===== src/rtl/dmips_pkg.sv =====
// Shared dmips definitions: opcode/funct constants, ALU control encodings,
// aluop selector and the multicycle controller state enum.
package dmips_pkg;

  localparam logic [5:0] OP_LW    = 6'b100011;
  localparam logic [5:0] OP_SW    = 6'b101011;
  localparam logic [5:0] OP_RTYPE = 6'b000000;
  localparam logic [5:0] OP_BEQ   = 6'b000100;
  localparam logic [5:0] OP_ADDI  = 6'b001000;
  localparam logic [5:0] OP_J     = 6'b000010;

  localparam logic [5:0] F_ADD = 6'b100000;
  localparam logic [5:0] F_SUB = 6'b100010;
  localparam logic [5:0] F_AND = 6'b100100;
  localparam logic [5:0] F_OR  = 6'b100101;
  localparam logic [5:0] F_SLT = 6'b101010;

  localparam logic [2:0] ALU_ADD = 3'b010;
  localparam logic [2:0] ALU_SUB = 3'b110;
  localparam logic [2:0] ALU_AND = 3'b000;
  localparam logic [2:0] ALU_OR  = 3'b001;
  localparam logic [2:0] ALU_SLT = 3'b111;

  typedef enum logic [1:0] {
    ALUOP_ADD   = 2'b00,
    ALUOP_SUB   = 2'b01,
    ALUOP_FUNCT = 2'b10
  } aluop_t;

  typedef enum logic [3:0] {
    S_FETCH   = 4'd0,
    S_DECODE  = 4'd1,
    S_MEMADR  = 4'd2,
    S_MEMRD   = 4'd3,
    S_MEMWB   = 4'd4,
    S_MEMWR   = 4'd5,
    S_RTYPEEX = 4'd6,
    S_RTYPEWB = 4'd7,
    S_BEQEX   = 4'd8,
    S_ADDIEX  = 4'd9,
    S_ADDIWB  = 4'd10,
    S_JEX     = 4'd11
  } state_t;

  function automatic logic is_legal_op(input logic [5:0] op);
    return (op == OP_LW) || (op == OP_SW) || (op == OP_RTYPE) ||
           (op == OP_BEQ) || (op == OP_ADDI) || (op == OP_J);
  endfunction

endpackage


===== src/rtl/mc_ctrl_if.sv =====
// Controller <-> datapath/memory bundle. Memory handshake: an access is in
// flight while mem_req is 1 and completes in the cycle where mem_ready is 1.
interface mc_ctrl_if #(
  parameter int OP_WIDTH    = 6,
  parameter int FUNCT_WIDTH = 6
);
  import dmips_pkg::*;

  logic [OP_WIDTH-1:0]    op;
  logic [FUNCT_WIDTH-1:0] funct;
  logic                   zero;
  logic                   mem_ready;
  logic                   mem_req;
  logic                   memwrite;
  logic                   irwrite;
  logic                   regwrite;
  logic                   pcen;
  logic                   iord;
  logic                   memtoreg;
  logic                   regdst;
  logic                   alusrca;
  logic [1:0]             alusrcb;
  logic [1:0]             pcsrc;
  logic [2:0]             alucont;
  logic                   illegal;
  state_t                 state;

  modport master (
    input  op, funct, zero, mem_ready,
    output mem_req, memwrite, irwrite, regwrite, pcen, iord, memtoreg,
           regdst, alusrca, alusrcb, pcsrc, alucont, illegal, state
  );

  modport slave (
    output op, funct, zero, mem_ready,
    input  mem_req, memwrite, irwrite, regwrite, pcen, iord, memtoreg,
           regdst, alusrca, alusrcb, pcsrc, alucont, illegal, state
  );
endinterface


===== src/rtl/alu_dec.sv =====
// Combinational ALU decoder: aluop selects add/sub directly or defers to funct.
module alu_dec
  import dmips_pkg::*;
(
  input  aluop_t     i_aluop,
  input  logic [5:0] i_funct,
  output logic [2:0] o_alucont
);

  always_comb begin
    o_alucont = ALU_ADD;
    case (i_aluop)
      ALUOP_SUB: o_alucont = ALU_SUB;
      ALUOP_FUNCT: begin
        case (i_funct)
          F_ADD:   o_alucont = ALU_ADD;
          F_SUB:   o_alucont = ALU_SUB;
          F_AND:   o_alucont = ALU_AND;
          F_OR:    o_alucont = ALU_OR;
          F_SLT:   o_alucont = ALU_SLT;
          default: o_alucont = ALU_ADD;
        endcase
      end
      default: o_alucont = ALU_ADD;
    endcase
  end

endmodule


===== src/rtl/mc_ctrl.sv =====
// Multicycle dmips control FSM: Moore outputs decoded from state, with the
// memory-phase strobes qualified by mem_ready and beq's pcen by zero.
module mc_ctrl
  import dmips_pkg::*;
#(
  parameter int OP_WIDTH    = 6,
  parameter int FUNCT_WIDTH = 6
) (
  input  logic  clk,
  input  logic  reset_n,
  mc_ctrl_if.master io
);

  state_t                 r_state;
  state_t                 w_next;
  logic [OP_WIDTH-1:0]    w_op;
  logic [FUNCT_WIDTH-1:0] w_funct;
  aluop_t                 w_aluop;
  logic [2:0]             w_alucont;
  logic w_mem_req, w_memwrite, w_irwrite, w_regwrite, w_pcen, w_illegal;
  logic w_iord, w_memtoreg, w_regdst, w_alusrca;
  logic [1:0] w_alusrcb, w_pcsrc;

  assign w_op    = io.op;
  assign w_funct = io.funct;

  always_ff @(posedge clk or negedge reset_n) begin
    if (!reset_n) r_state <= S_FETCH;
    else          r_state <= w_next;
  end

  always_comb begin
    w_next = S_FETCH;
    case (r_state)
      S_FETCH:  w_next = io.mem_ready ? S_DECODE : S_FETCH;
      S_DECODE: begin
        case (w_op)
          OP_LW, OP_SW: w_next = S_MEMADR;
          OP_RTYPE:     w_next = S_RTYPEEX;
          OP_BEQ:       w_next = S_BEQEX;
          OP_ADDI:      w_next = S_ADDIEX;
          OP_J:         w_next = S_JEX;
          default:      w_next = S_FETCH;
        endcase
      end
      S_MEMADR: begin
        if (w_op == OP_LW)      w_next = S_MEMRD;
        else if (w_op == OP_SW) w_next = S_MEMWR;
        else                    w_next = S_FETCH;
      end
      S_MEMRD:   w_next = io.mem_ready ? S_MEMWB : S_MEMRD;
      S_MEMWR:   w_next = io.mem_ready ? S_FETCH : S_MEMWR;
      S_RTYPEEX: w_next = S_RTYPEWB;
      S_ADDIEX:  w_next = S_ADDIWB;
      default:   w_next = S_FETCH;
    endcase
  end

  always_comb begin
    w_mem_req  = 1'b0;
    w_memwrite = 1'b0;
    w_irwrite  = 1'b0;
    w_regwrite = 1'b0;
    w_pcen     = 1'b0;
    w_illegal  = 1'b0;
    w_iord     = 1'b0;
    w_memtoreg = 1'b0;
    w_regdst   = 1'b0;
    w_alusrca  = 1'b0;
    w_alusrcb  = 2'b00;
    w_pcsrc    = 2'b00;
    w_aluop    = ALUOP_ADD;
    case (r_state)
      S_FETCH: begin
        w_mem_req = 1'b1;
        w_alusrcb = 2'b01;
        w_irwrite = io.mem_ready;
        w_pcen    = io.mem_ready;
      end
      S_DECODE: begin
        // ALUOut captures the branch target here for a following beq.
        w_alusrcb = 2'b11;
        w_illegal = !is_legal_op(w_op);
      end
      S_MEMADR: begin
        w_alusrca = 1'b1;
        w_alusrcb = 2'b10;
      end
      S_MEMRD: begin
        w_mem_req = 1'b1;
        w_iord    = 1'b1;
      end
      S_MEMWB: begin
        w_regwrite = 1'b1;
        w_memtoreg = 1'b1;
      end
      S_MEMWR: begin
        w_mem_req  = 1'b1;
        w_iord     = 1'b1;
        w_memwrite = io.mem_ready;
      end
      S_RTYPEEX: begin
        w_alusrca = 1'b1;
        w_aluop   = ALUOP_FUNCT;
      end
      S_RTYPEWB: begin
        w_regwrite = 1'b1;
        w_regdst   = 1'b1;
      end
      S_BEQEX: begin
        w_alusrca = 1'b1;
        w_aluop   = ALUOP_SUB;
        w_pcsrc   = 2'b01;
        w_pcen    = io.zero;
      end
      S_ADDIEX: begin
        w_alusrca = 1'b1;
        w_alusrcb = 2'b10;
      end
      S_ADDIWB: w_regwrite = 1'b1;
      S_JEX: begin
        w_pcsrc = 2'b10;
        w_pcen  = 1'b1;
      end
      default: ;
    endcase
  end

  alu_dec u_alu_dec (
    .i_aluop   (w_aluop),
    .i_funct   (w_funct[5:0]),
    .o_alucont (w_alucont)
  );

  // Strobes are gated by reset_n so they drop without waiting for a clock edge.
  assign io.mem_req  = w_mem_req  & reset_n;
  assign io.memwrite = w_memwrite & reset_n;
  assign io.irwrite  = w_irwrite  & reset_n;
  assign io.regwrite = w_regwrite & reset_n;
  assign io.pcen     = w_pcen     & reset_n;
  assign io.illegal  = w_illegal  & reset_n;
  assign io.iord     = w_iord;
  assign io.memtoreg = w_memtoreg;
  assign io.regdst   = w_regdst;
  assign io.alusrca  = w_alusrca;
  assign io.alusrcb  = w_alusrcb;
  assign io.pcsrc    = w_pcsrc;
  assign io.alucont  = w_alucont;
  assign io.state    = r_state;

endmodule


===== src/flat_wrapper.sv =====
// flat-port wrapper written by rule: the top's interface ports become plain ports
module mc_ctrl_flat import dmips_pkg::*;
#(
  parameter int OP_WIDTH    = 6,
  parameter int FUNCT_WIDTH = 6
)
  (clk, reset_n, io_op, io_funct, io_zero, io_mem_ready, io_mem_req, io_memwrite, io_irwrite, io_regwrite, io_pcen, io_iord, io_memtoreg, io_regdst, io_alusrca, io_alusrcb, io_pcsrc, io_alucont, io_illegal, io_state);
  mc_ctrl_if #(.OP_WIDTH(OP_WIDTH), .FUNCT_WIDTH(FUNCT_WIDTH)) io_i ();
  input  logic clk;
  input  logic reset_n;
  input wire logic [$bits(io_i.op)-1:0] io_op;
  input wire logic [$bits(io_i.funct)-1:0] io_funct;
  input wire logic [$bits(io_i.zero)-1:0] io_zero;
  input wire logic [$bits(io_i.mem_ready)-1:0] io_mem_ready;
  output wire logic [$bits(io_i.mem_req)-1:0] io_mem_req;
  output wire logic [$bits(io_i.memwrite)-1:0] io_memwrite;
  output wire logic [$bits(io_i.irwrite)-1:0] io_irwrite;
  output wire logic [$bits(io_i.regwrite)-1:0] io_regwrite;
  output wire logic [$bits(io_i.pcen)-1:0] io_pcen;
  output wire logic [$bits(io_i.iord)-1:0] io_iord;
  output wire logic [$bits(io_i.memtoreg)-1:0] io_memtoreg;
  output wire logic [$bits(io_i.regdst)-1:0] io_regdst;
  output wire logic [$bits(io_i.alusrca)-1:0] io_alusrca;
  output wire logic [$bits(io_i.alusrcb)-1:0] io_alusrcb;
  output wire logic [$bits(io_i.pcsrc)-1:0] io_pcsrc;
  output wire logic [$bits(io_i.alucont)-1:0] io_alucont;
  output wire logic [$bits(io_i.illegal)-1:0] io_illegal;
  output wire logic [$bits(io_i.state)-1:0] io_state;
  assign io_i.op = io_op;
  assign io_i.funct = io_funct;
  assign io_i.zero = io_zero;
  assign io_i.mem_ready = io_mem_ready;
  assign io_mem_req = io_i.mem_req;
  assign io_memwrite = io_i.memwrite;
  assign io_irwrite = io_i.irwrite;
  assign io_regwrite = io_i.regwrite;
  assign io_pcen = io_i.pcen;
  assign io_iord = io_i.iord;
  assign io_memtoreg = io_i.memtoreg;
  assign io_regdst = io_i.regdst;
  assign io_alusrca = io_i.alusrca;
  assign io_alusrcb = io_i.alusrcb;
  assign io_pcsrc = io_i.pcsrc;
  assign io_alucont = io_i.alucont;
  assign io_illegal = io_i.illegal;
  assign io_state = io_i.state;
  mc_ctrl #(.OP_WIDTH(OP_WIDTH), .FUNCT_WIDTH(FUNCT_WIDTH)) u_core (.clk(clk), .reset_n(reset_n), .io(io_i));
endmodule

===== config.mk =====
export PLATFORM = sky130hd
export DESIGN_NAME = mc_ctrl_flat
export DESIGN_NICKNAME = d
export VERILOG_FILES = /design/src/rtl/dmips_pkg.sv /design/src/rtl/mc_ctrl_if.sv /design/src/rtl/alu_dec.sv /design/src/rtl/mc_ctrl.sv /design/src/flat_wrapper.sv
export SDC_FILE = /design/constraint.sdc
export NUM_CORES = 1
export LEC_CHECK = 0
export ABC_AREA = 0
export CAP_MARGIN = 40
export CELL_PAD_IN_SITES_DETAIL_PLACEMENT = 1
export CELL_PAD_IN_SITES_GLOBAL_PLACEMENT = 1
export CORE_UTILIZATION = 23
export CTS_BUF_LIST = sky130_fd_sc_hd__clkbuf_4 sky130_fd_sc_hd__clkbuf_8 sky130_fd_sc_hd__clkbuf_16
export DETAILED_ROUTE_END_ITERATION = 8
export PLACE_DENSITY_LB_ADDON = 0.1
export SKIP_CTS_REPAIR_TIMING = 1
export SLEW_MARGIN = 20
export SYNTH_ARGS = -nofsm -noshare
export SYNTH_HDL_FRONTEND = slang
export SYNTH_SLANG_ARGS = --single-unit

===== constraint.sdc =====
create_clock -name clk -period 2.6 [get_ports clk]
set_clock_uncertainty 0.2 [all_clocks]
set_input_delay 0.78 -clock clk [delete_from_list [all_inputs] [get_ports clk]]
set_output_delay 0.78 -clock clk [all_outputs]
set_load 0.05 [all_outputs]

======== Word level (Yosys, flattened, before mapping) ========
Index checks and enable logic that the tools add are counted.
cells by class
  add/sub/neg operators ................... 0
  multiply operators ...................... 0
  div/mod/pow operators ................... 0
  $lt $le $gt $ge ......................... 0
  equality and inequality tests ........... 22
  shifts and indexed selects .............. 0
  multiplexer cells ....................... 22
  bitwise operators ....................... 6
  reduce and logical (&&, ||, !) cells .... 14
operator list
  operator                                             number
  equality test 6 bit, second input constant           6
  one-hot mux 4 bit (7 select lines)                   1
  one-hot mux 4 bit (5 select lines)                   1
  equality test 4 x 3 -> 1 bit, second input constant  4
  equality test 4 bit, second input constant           4
  one-hot mux 3 bit (4 select lines)                   1
  2-to-1 mux 1 bit                                     10
  2-to-1 mux 3 bit                                     3
  equality test 4 x 2 -> 1 bit, second input constant  2
  one-hot mux 2 bit (2 select lines)                   2
  AND 1 bit                                            6
  equality test 6 x 2 -> 1 bit, second input constant  1
  equality test 6 x 3 -> 1 bit, second input constant  1
  equality test 6 x 4 -> 1 bit, second input constant  1
  zero test 6 bit                                      1
  one-hot mux 2 bit (3 select lines)                   1
  one-hot mux 3 bit (2 select lines)                   1
  OR reduction 2 bit                                   3
  OR reduction 3 bit                                   2
  logical OR 1 bit                                     5
  equality test 4 x 1 -> 1 bit, second input constant  1
  zero test 4 bit                                      1
  2-to-1 mux 4 bit                                     1
  OR reduction 4 bit                                   1
  other kinds (4)                                      4
storage, ports and cells
  register bits after elaboration ......... 4
  bits in latches ......................... 0
  RAM bits ................................ 0
  memory bits (read-only) ................. 0
  input port bits ......................... 16
  output and inout bits ................... 21
  word-level logic and storage cells ...... 65
  memories ................................ 0

======== Depth between registers and ports, before layout ========
  depth after elaboration ................. 9
  depth in mapped cells ................... 7

======== Modules after synthesis ========
Synthesis repeated with hierarchy kept, for this count alone.
second synthesis, totals
  cell total of the unflattened synthesis .. 92
  area, all modules ....................... 644.4 um^2
by module, submodules not included
  module   times used  cells an instance  area an instance (um^2)  sequential area each (um^2)
  mc_ctrl  1           77                 525.5                    100.1
  alu_dec  1           15                 118.9                    0.0

======== Worst setup path before layout ========
No wires, ideal clock.
  path type ............................... register to output
  start point ............................. reg u_core.r_state[3] (netlist: u_core.io.state[3])
  end point ............................... out io_regwrite
  data arrival time ....................... 2.800 ns
  required time ........................... 1.620 ns
  path slack .............................. -1.180 ns
  cell stages (with the launch flop) ...... 5
  buffers on the path ..................... 0
  path through ............................ dfrtp_1 nand2b_1 nor3_1 a21oi_1 nor2b_1
between the ends
  word-level cells in the longest chain between the ends .. 4
ends and longest elaborated chain
  item                                                                 line                text
  start, declared                                                      mc_ctrl.sv:14       state_t r_state;
  start signal, assigned                                               mc_ctrl.sv:29       else r_state <= w_next;
  equality test 4 bit or equality test 4 x 3 -> 1 bit (tied branches)  mc_ctrl.sv:73       case (r_state)
  OR reduction 3 bit (no line) (*)                                     n/a
  2-to-1 mux 1 bit (*)                                                 mc_ctrl.sv:73
  AND 1 bit (*)                                                        mc_ctrl.sv:139      assign io.regwrite = w_regwrite & reset_n;
  end, declared                                                        flat_wrapper.sv:18  output wire logic [$bits(io_i.regwrite)-1:0] io_regwrite;
Every way passes the cells marked *; elsewhere a longest branch is shown, timed or not.

======== Final worst setup path ========
  start point ............................. reg u_core.r_state[2] (netlist: u_core.io.state[2])
  end point ............................... out io_alucont[1]
between the ends
  word-level cells in the longest chain between the ends .. 4
ends and longest elaborated chain
  item                                                                 line                text
  equality test 4 bit or equality test 4 x 3 -> 1 bit (tied branches)  mc_ctrl.sv:73
  one-hot mux 2 bit (2 select lines) (*)                               mc_ctrl.sv:73
  equality test 2 bit or equality test 2 x 1 -> 1 bit (tied branches)  alu_dec.sv:12       case (i_aluop)
  one-hot mux 3 bit (2 select lines) (*)                               alu_dec.sv:12
  end, declared                                                        flat_wrapper.sv:26  output wire logic [$bits(io_i.alucont)-1:0] io_alucont;
Marked as above.

==> impl_metrics.env <==
export IMPL_fin_tns_setup_ns=-0.941
export IMPL_cts_tree="yes"
export IMPL_yosysWarnings=0
export IMPL_largest_reg_flops=4
export IMPL_avgSynthCellArea_um2=6.88
export IMPL_synthTopCellsByArea="dfrtp_1 (17%), nand3_1 (5.9%), nor3_1 (5.9%)"
export IMPL_critPathMaxStageDelay_ns=0.40
export IMPL_dr_pass1_iters=4
export IMPL_synth_distinct_cells=36
export IMPL_relSlewSlack=0.727
export IMPL_cts_sinks=4
export IMPL_drv_cap=0
export IMPL_drtIter0Drc=13
export IMPL_violations="negative setup slack"
export IMPL_synth_top_area_cell="dfrtp_1"
export IMPL_path_class="reg2out"
export IMPL_fill_cells=266
export IMPL_routed_wl_mm=3.28
export IMPL_async_flop_share=1.00
export IMPL_die_y_um=52.7
export IMPL_cp_top_family="simple AND/OR/NAND/NOR gates"
export IMPL_start_util=0.241
export IMPL_worstPathMaxFanout=3
export IMPL_htree_levels=1
export IMPL_maxSlewViolCount=0
export IMPL_path_cells="nand2b_4 -> or3_4 -> ha_4 -> a211o_4 -> buf_6"
export IMPL_outcome="finished, violations left"
export IMPL_dpl_cell_area_um2=1460
export IMPL_whs_ns=0.444
export IMPL_antenna_found_initial=0
export IMPL_cp_end_kind="output pin"
export IMPL_worstMarginPinSlew_ns=0.407
export IMPL_rows=18
export IMPL_utilization=0.695
export IMPL_core_um2=2450
export IMPL_rsz0062_at_grt="true"
export IMPL_synth_cells=86
export IMPL_dp_slack_ns=-0.600
export IMPL_arrival_ns=1.84
export IMPL_cts_buffer_depth=2
export IMPL_path_clk_slew_ns=0.04
export IMPL_synth_seq_cells=4
export IMPL_fin_nets=174
export IMPL_num_vias=961
export IMPL_period_needed_ns=2.82
export IMPL_viasPerCell=5.22
export IMPL_ys_flop_type="dfrtp_1"
export IMPL_hp_class="in2async"
export IMPL_synth_nets=104
export IMPL_slowest_stage="or3_4"
export IMPL_grt_use_total=0.196
export IMPL_io_pins=37
export IMPL_crit_buf_inv=1
export IMPL_ys_seq_area_frac=0.169
export IMPL_detail_route_wl_per_cell_um=17.8
export IMPL_fin_crit_sh=1.08
export IMPL_synth_area_um2=592
export IMPL_grt_start_max_net_pins=14
export IMPL_grt_pass1_wl_mm=4.05
export IMPL_clockRootBuffer="clkbuf_4"
export IMPL_area_growth_synth_to_final_pct=188
export IMPL_synth_edff_count=0
export IMPL_fmax_mhz=355
export IMPL_drcViolationCount=0
export IMPL_grt_overflow=0
export IMPL_layout_drive_gt1_share=0.701
export IMPL_die_width_um=52.7
export IMPL_fin_ws_ns=-0.217
export IMPL_p_per_area_nw_per_um2=260
export IMPL_grt_pass1_vias=898
export IMPL_stdcell_area_um2=1710
export IMPL_port_buffers=36
export IMPL_gp_congestion=0.892
export IMPL_critPathLaunchType="flop"
export IMPL_die_area_um2=2780
export IMPL_worst_ep_required_time_ns=1.62
export IMPL_finalHoldViolCount=0
export IMPL_cts_buffers=3
export IMPL_finalSetupViolCount=6
export IMPL_diodes=0
export IMPL_ir_drop_uv=390
export IMPL_dp_hpwl_mm=2.19
export IMPL_power_leakage_nw=0.780
export IMPL_postRouteAntennaNets=0
export IMPL_worst_skew_pair_late_latency_ns=0.23
export IMPL_synth_top_area_share=0.169
cells in the mapped netlist, drive strengths merged (3+ instances only):
cell,count
o21ai,7
nor4,3
a21oi,4
nor2,8
nor3,7
buf,5
inv,3
nand2,4
nand3,7
dfrtp,4
nand2b,4
nor2b,3
logic make-up after synthesis:
kind of cell / after synthesis / share of synthesized area
multiplexers: 2 / 0.0338
flip-flops: 4 / 0.169
adder cells (fa/ha/maj): 2 / 0.0423
XOR/XNOR: 3 / 0.0444
AND/OR/NAND/NOR: 49 / 0.463
AO/OA/AOI/OAI: 18 / 0.186
buffers and inverters: 8 / 0.0613
placed cells by master (no fill, tap or decap), drive strengths merged, types with 4 or more instances in the layout:
master	count
nand2b	4
dfrtp	4
o21ai	7
nor3	7
nand2	4
nand3	7
buf	56
a21oi	4
nor2	8
clkbuf	7
dlymetal6s2s	10
report_power, final:
group          switching (W)   total, W  internal (W)
Clock              0.0000230  0.0000744     0.0000515
Sequential        0.00000565  0.0000736     0.0000680
Combinational       0.000161   0.000296      0.000135
metrics by stage:
step | power (W) | instances
5_1_grt | 0.000466 | 184
3_3_place_gp | 0.000333 | 172
2_1_floorplan | 0.000216 | 86
4_1_cts | 0.000419 | 175
6_report | 0.000444 | 184
3_5_place_dp | 0.000340 | 172
area by class of cell:
cell class                      count  area (um^2)  area share
Timing Repair Buffer               70          787       0.461
Sequential cell                     4          108      0.0631
Inverter                            3         18.8      0.0110
Multi-Input combinational cell     74          732       0.429
Tap cell                           30         37.5      0.0220
Clock buffer                        3         22.5      0.0132
metal layers:
layer	track usage	vias up	wire, um
met2	0.392	34	1730
met1	0.233	464	1330
met5	0	-	0
met3	0.0174	9	138
li1	-	454	-
met4	0	0	80
path summary, 6_finish.rpt:
path / start / to / slack, ns / depth (start not counted)
setup / recovery: u_core.io.state[2] / io_alucont[1] / -0.22 / 5
hold / removal: reset_n / u_core.io.state[0] / 0.44 / 3
setup reg to reg: u_core.io.state[0] / u_core.io.state[1] / 0.72 / 5
hold reg to reg: u_core.io.state[0] / u_core.io.state[0] / 0.53 / 3
max in group asynchronous: reset_n / u_core.io.state[2] / 1.65 / 3
min in group clk: u_core.io.state[0] / u_core.io.state[0] / 0.53 / 3
worst reg2reg max path, cell delays in order, from the launching register on:
cell and delay (ns):
dfrtp_4 0.49, buf_6 0.16, or4_1 0.51, o22ai_1 0.14, nand3_1 0.15, nand3_1 0.14
No activity file was read; power rests on OpenSTA's default activity.
